## src/rtl/alu_op_sequencer.sv

```systemverilog
// Issue/capture stage for the ALU: accepts one op, holds operands, sequences calculate, returns result.
// Latency: illegal -> DONE on accept edge; legal -> LOAD + N EXEC cycles; result held until res_ready.
module alu_op_sequencer #(
  parameter int MAX_EXEC = 15,
  parameter int CNT_W    = 8
) (
  input  logic             pulse,
  input  logic             rst_n,
  input  logic             in_valid,
  output logic             in_ready,
  input  logic [3:0]       in_opcode,
  input  logic [7:0]       in_opA,
  input  logic [7:0]       in_opB,
  output logic [3:0]       alu_opcode,
  output logic [7:0]       alu_opA,
  output logic [7:0]       alu_opB,
  output logic             alu_calculate,
  input  logic [15:0]      alu_coreOut,
  input  logic             alu_opComplete,
  output logic             res_valid,
  input  logic             res_ready,
  output logic [15:0]      res_data,
  output logic             res_err,
  output logic             busy,
  output logic [CNT_W-1:0] ops_done
);

  localparam int EW = $clog2(MAX_EXEC + 1);
  localparam logic [EW-1:0] EXEC_LAST = EW'(MAX_EXEC - 1);

  typedef enum logic [1:0] {IDLE, LOAD, EXEC, DONE} state_t;

  state_t           state_q, state_d;
  logic [EW-1:0]    exec_cnt_q, exec_cnt_d;
  logic [3:0]       opc_q, opc_d;
  logic [7:0]       opa_q, opa_d;
  logic [7:0]       opb_q, opb_d;
  logic [15:0]      res_data_q, res_data_d;
  logic             res_err_q, res_err_d;
  logic [CNT_W-1:0] ops_done_q, ops_done_d;
  logic             in_ready_q, busy_q, res_valid_q, calc_q;

  always_comb begin
    state_d    = state_q;
    exec_cnt_d = exec_cnt_q;
    opc_d      = opc_q;
    opa_d      = opa_q;
    opb_d      = opb_q;
    res_data_d = res_data_q;
    res_err_d  = res_err_q;
    ops_done_d = ops_done_q;
    case (state_q)
      IDLE: begin
        if (in_valid && in_ready_q) begin
          opc_d      = in_opcode;
          opa_d      = in_opA;
          opb_d      = in_opB;
          exec_cnt_d = '0;
          if (in_opcode <= 4'd12) begin
            state_d = LOAD;
          end else begin
            res_data_d = '0;
            res_err_d  = 1'b1;
            state_d    = DONE;
          end
        end
      end
      LOAD: begin
        exec_cnt_d = '0;
        state_d    = EXEC;
      end
      EXEC: begin
        // Completion wins over a timeout landing on the same cycle.
        if (alu_opComplete) begin
          res_data_d = alu_coreOut;
          res_err_d  = 1'b0;
          state_d    = DONE;
        end else if (exec_cnt_q == EXEC_LAST) begin
          res_data_d = '0;
          res_err_d  = 1'b1;
          state_d    = DONE;
        end else begin
          exec_cnt_d = exec_cnt_q + EW'(1);
        end
      end
      DONE: begin
        if (res_ready) begin
          ops_done_d = ops_done_q + CNT_W'(1);
          state_d    = IDLE;
        end
      end
      default: state_d = IDLE;
    endcase
  end

  always_ff @(posedge pulse or negedge rst_n) begin
    if (!rst_n) begin
      state_q     <= IDLE;
      exec_cnt_q  <= '0;
      opc_q       <= '0;
      opa_q       <= '0;
      opb_q       <= '0;
      res_data_q  <= '0;
      res_err_q   <= 1'b0;
      ops_done_q  <= '0;
      in_ready_q  <= 1'b1;
      busy_q      <= 1'b0;
      res_valid_q <= 1'b0;
      calc_q      <= 1'b0;
    end else begin
      state_q     <= state_d;
      exec_cnt_q  <= exec_cnt_d;
      opc_q       <= opc_d;
      opa_q       <= opa_d;
      opb_q       <= opb_d;
      res_data_q  <= res_data_d;
      res_err_q   <= res_err_d;
      ops_done_q  <= ops_done_d;
      in_ready_q  <= (state_d == IDLE);
      busy_q      <= (state_d != IDLE);
      res_valid_q <= (state_d == DONE);
      calc_q      <= (state_d == EXEC);
    end
  end

  assign in_ready      = in_ready_q;
  assign busy          = busy_q;
  assign res_valid     = res_valid_q;
  assign alu_calculate = calc_q;
  assign alu_opcode    = opc_q;
  assign alu_opA       = opa_q;
  assign alu_opB       = opb_q;
  assign res_data      = res_data_q;
  assign res_err       = res_err_q;
  assign ops_done      = ops_done_q;

endmodule

```

## config.mk

```make
export PLATFORM = sky130hd
export DESIGN_NAME = alu_op_sequencer
export DESIGN_NICKNAME = d
export VERILOG_FILES = /design/src/rtl/alu_op_sequencer.sv
export SDC_FILE = /design/constraint.sdc
export NUM_CORES = 1
export LEC_CHECK = 0
export BUFFER_PORTS_ARGS = -buffer_cell sky130_fd_sc_hd__buf_2
export CAP_MARGIN = 20
export CELL_PAD_IN_SITES_DETAIL_PLACEMENT = 1
export CELL_PAD_IN_SITES_GLOBAL_PLACEMENT = 2
export CORE_MARGIN = 2
export CORE_UTILIZATION = 30
export CTS_CLUSTER_SIZE = 24
export DETAILED_ROUTE_END_ITERATION = 12
export PLACE_DENSITY_LB_ADDON = 0.1
export SLEW_MARGIN = 30
export SYNTH_ARGS = -nofsm -noshare
export SYNTH_HDL_FRONTEND = slang
export SYNTH_SLANG_ARGS = --single-unit
```

## constraint.sdc

```tcl
create_clock -name pulse -period 2.2 [get_ports pulse]
set_clock_uncertainty 0.1 [all_clocks]
set_input_delay 0.11 -clock pulse [delete_from_list [all_inputs] [get_ports pulse]]
set_output_delay 0.11 -clock pulse [all_outputs]
set_load 0.02 [all_outputs]
```

Word level (Yosys, flattened, before mapping)
Index checks and enable logic that the tools add are counted.
{"block": "classes", "add_sub_neg": 2, "order_cmp": 1, "eq_ne": 11, "n_mux": 20, "n_reduce_logical": 10}
{"cell": "16-bit two-way mux", "n": 4}
{"cell": "16-bit one-hot mux with 2 select lines", "n": 1}
{"cell": "4-bit two-way mux", "n": 3}
{"cell": "4-bit one-hot mux with 3 select lines", "n": 1}
{"cell": "2-bit two-way mux", "n": 5}
{"cell": "8-bit by 1-bit adder with 8-bit output (second input constant)", "n": 1}
{"cell": "2-bit equality test (second input constant)", "n": 4}
{"cell": "2-bit != test (second input constant)", "n": 4}
{"cell": "2-bit one-hot mux with 4 select lines", "n": 1}
{"cell": "4-bit AND reduction", "n": 2}
{"cell": "4-bit by 1-bit adder with 4-bit output (second input constant)", "n": 1}
{"cell": "4-bit equality test (second input constant)", "n": 1}
{"cell": "4-bit less-or-equal comparator (second input constant)", "n": 1}
{"cell": "2-bit logical NOT", "n": 2}
{"cell": "1-bit two-way mux", "n": 4}
{"cell": "2-bit AND reduction", "n": 2}
{"cell": "2-bit nonzero test", "n": 2}
{"cell": "3-bit != test (second input constant)", "n": 1}
{"cell": "3-bit nonzero test", "n": 1}
{"cell": "2-bit by 1-bit equality test with 1-bit output (second input constant)", "n": 1}
{"cell": "1-bit one-hot mux with 2 select lines", "n": 1}
{"cell": "1-bit logical AND", "n": 1}
{"block": "word_totals", "register_bits": 55, "inputBits": 41, "out_inout_bits": 49, "wordCells": 56}

Depth between registers and ports, before layout
{"block": "depth", "depth_word": 5, "ltp_mapped": 6, "depth_no_buf": 5}

Worst setup path before layout
No wires, ideal clock.
{"block": "synth_timing", "path_kind": "reg-to-reg", "from": "register in_ready_q, in the netlist in_ready", "to": "register opa_q[0], in the netlist alu_opA[0]", "setup_time_ps": 125, "arrival_time_ps": 1534, "path_slack_ps": 441, "path_stages_with_launch": 5, "path_cell_list": "dfstp_2 nor4bb_1 buf_4 buf_4 mux2_2"}
{"block": "synth_between", "elab_chain_cells": 2}
{"element": "start, declared", "line_no": "41", "text": "logic in_ready_q, busy_q, res_valid_q, calc_q;"}
{"element": "start signal, assigned", "line_no": "119", "text": "in_ready_q <= (state_d == IDLE);"}
{"element": "1-bit logical AND", "line_no": "54", "text": "if (in_valid && in_ready_q) begin"}
{"element": "2-bit AND reduction (no source line)"}
{"element": "end signal, assigned", "line_no": "114", "text": "opa_q <= opa_d;"}
{"element": "end, declared", "line_no": "36", "text": "logic [7:0] opa_q, opa_d;"}
Every way passes these cells.
A chain may end at the register's enable or synchronous reset.

Worst setup path in the final report
{"block": "layout_timing", "from": "register state_q[1]", "to": "register opc_q[0], in the netlist alu_opcode[0]"}
{"block": "layout_between", "elab_chain_cells": 2}
{"element": "start, declared", "line_no": "33", "text": "state_t state_q, state_d;"}
{"element": "start signal, assigned", "line_no": "111", "text": "state_q <= state_d;"}
{"element": "2-bit logical NOT", "line_no": "52", "text": "case (state_q)"}
{"element": "2-bit AND reduction (no source line)"}
{"element": "end signal, assigned", "line_no": "113", "text": "opc_q <= opc_d;"}
{"element": "end, declared", "line_no": "35", "text": "logic [3:0] opc_q, opc_d;"}
Every way passes these cells.

==> results.json <==
{
  "worstSetupPathType": "reg -> reg",
  "die_width_um": 90.5,
  "p_leak_uw": 0.00164,
  "drt.antenna.violating_nets": 0,
  "drive_gt1_share_pct": 41.9,
  "grt_pass1_wl_um": 9470,
  "ys_warn_count": 0,
  "synth_most_common_cell": "dfrtp_1",
  "firstDrtPassIters": 2,
  "peakVddDrop_mv": 0.437,
  "cp_max_fo": 24,
  "min-delay-start": "res_ready",
  "finalMaxSlewViolations": 0,
  "cts_tree": "built",
  "area_delta_synth_final_pct": 46.0,
  "timing.final.ws_setup_ps": 328,
  "netlist_top_cells_count": "dfrtp_1, mux2_2, a22o_1",
  "worst_pin_slew_ps": 698,
  "cp.arrival_ps": 1960,
  "synthArstFlopShare_pct": 100,
  "cts_buffer_depth": 2,
  "start_util_pct": 31.0,
  "holdCritPathClass": "in -> reg",
  "end_kind": "flop",
  "synth_area_leaders": "dfrtp_1, mux2_2, a22o_1, xnor2_1, ha_1",
  "port-buffer-count": 89,
  "syn_nets": 210,
  "track_usage_pct": 14.2,
  "die-area_um2": 8200,
  "cts.reportedPaths.clkPinSlew_ps": 90,
  "design.core.area_um2": 7250,
  "row_count": 31,
  "grt_pass1_vias": 1904,
  "ys_ff_latch": 55,
  "insertion_delay_ps": 300,
  "via_count": 1779,
  "rr_startpoint": "state_q[1]",
  "tns_ps": 0,
  "grt_max_degree": 56,
  "maxCapViolations": 0,
  "gp_congestion": 0.708,
  "synth_edf_count": 0,
  "critPathRequiredTime_ps": 2290,
  "wl_um": 5590,
  "cts_made_buffers": 5,
  "vias_per_cell": 4.50,
  "nets": 339,
  "start_kind": "flop",
  "period_needed_ps": 1870,
  "synth_area_um2": 2250,
  "cts_setup_buffers": 0,
  "num_antenna_cells": 0,
  "power_uw": 4310,
  "synth_ff_type": "dfrtp_1",
  "ys_seq_area_share_pct": 61.3,
  "post_drt_wl_per_cell_um": 14.1,
  "io_pins": 90,
  "fmaxAchievable_ghz": 0.534,
  "dpl.hpwl_um": 3660,
  "period_share_pct": 85.1,
  "syn_inst": 166,
  "yosys.area.top_type": "dfrtp_1",
  "pre_cts_slack_ps": 335,
  "drcViolationCount": 0,
  "synth_top_area_share_pct": 60.1,
  "slew_headroom_pct": 53.5,
  "die_h_um": 90.5,
  "rsz0062_at_grt": "no",
  "p_per_area_nw_per_um2": 1310,
  "htreeDepth": 2,
  "root_buffer": "clkbuf_8",
  "antenna_found_initial": 0,
  "drt_iter0_markers": 42,
  "syn_area_per_cell_um2": 13.5,
  "clock_sinks": 55,
  "hold_viol": 0,
  "critPathLaunch": "state_q[1]",
  "overflow": 0,
  "synth.distinct_cells": 37,
  "outcome": "finished clean",
  "setup_viol": 0
}
power breakdown:
part	total [uW]	internal (uW)	switching (uW)
clock network	664	339	325
registers	1780	1460	314
logic	1870	791	1080
total	4310	2590	1720
worst max-delay path, cell delays in order, from the launching register on:
cell      delay (ps)
dfrtp_1          520
nor4bb_4         400
buf_4            350
mux2_2           380
cells in the final DEF, fill, tap and decap left out, types with 2 or more instances in the layout:
cell / count
dfrtp_1: 54
o211ai_1: 2
mux2_1: 2
buf_4: 4
o21ai_0: 2
and3_1: 2
buf_2: 89
xnor2_1: 5
nand3_1: 6
xor2_1: 3
nand3b_1: 2
mux2_2: 18
inv_1: 6
ha_1: 3
a21oi_1: 4
nand4_1: 4
dlygate4sd3_1: 37
nand2_1: 10
nor3_1: 2
clkbuf_8: 5
a22o_1: 16
per-layer routing:
layer | track usage (%) | part of all wire [%] | routed length, um
met2 | 24.1 | 49 | 2760
met5 | 0 | 0 | 0
met3 | 3.26 | 5.5 | 305
met4 | 3.46 | 0.73 | 41
met1 | 18.4 | 44 | 2480
cell type report:
class                           count  area (um^2)
Clock buffer                        5         68.8
Clock inverter                      3         43.8
Fill cell                         794         3970
Inverter                            6         22.5
Multi-Input combinational cell     97          800
Sequential cell                    55         1380
Tap cell                           99          124
Timing Repair Buffer              130          846
per-stage QoR:
step	utilization [%]	instance area [um^2]	cells	hold slack [ps]
3_5_place_dp	38.6	2800	350	194
5_1_grt	45.2	3280	395	32.9
3_3_place_gp	38.6	2800	350	196
4_1_cts	45.2	3280	395	7.77
6_report	45.2	3280	395	16.1
2_1_floorplan	-	2250	166	-286
logic make-up (layout without fill, tap and decap cells):
kind of cell / count (synthesis) / count (layout) / share of synthesized area [%]
DFF: 55 / 55 / 61.3
and+or+nand+nor: 35 / 35 / 8.63
AOI/OAI and AO/OA: 31 / 31 / 11.5
muxes: 20 / 20 / 10.0
buffers and inverters: 14 / 144 / 3.79
xor gates and xnor gates: 8 / 8 / 3.12
adders and majority gates: 3 / 3 / 1.67
what timing repair did:
item / 4_1_cts / 5_1_grt
setup endpoints to repair: 0 / 0
hold endpoints to repair: 90 / 0
gates resized for setup: 0 / 0
hold buffers: 37 / 0
flip-flops by register name (all words and copies together) (netlist names), 2 cells and up:
name,count
alu_opcode,4
alu_opA,8
alu_opB,8
ops_done,8
state_q,2
exec_cnt_q,4
res_data,16
worst paths after layout:
path | end | slack (ps) | cells past startpoint
worst max-delay path | alu_opcode[0] | 330 | 3
worst min-delay path | res_valid | 20 | 3
worst max register to register | alu_opcode[0] | 330 | 3
worst min register to register | ops_done[7] | 380 | 1
max in group asynchronous | exec_cnt_q[2] | 1170 | 3
min in group asynchronous | alu_opB[2] | 360 | 3
(Power assumes the default switching activity.)
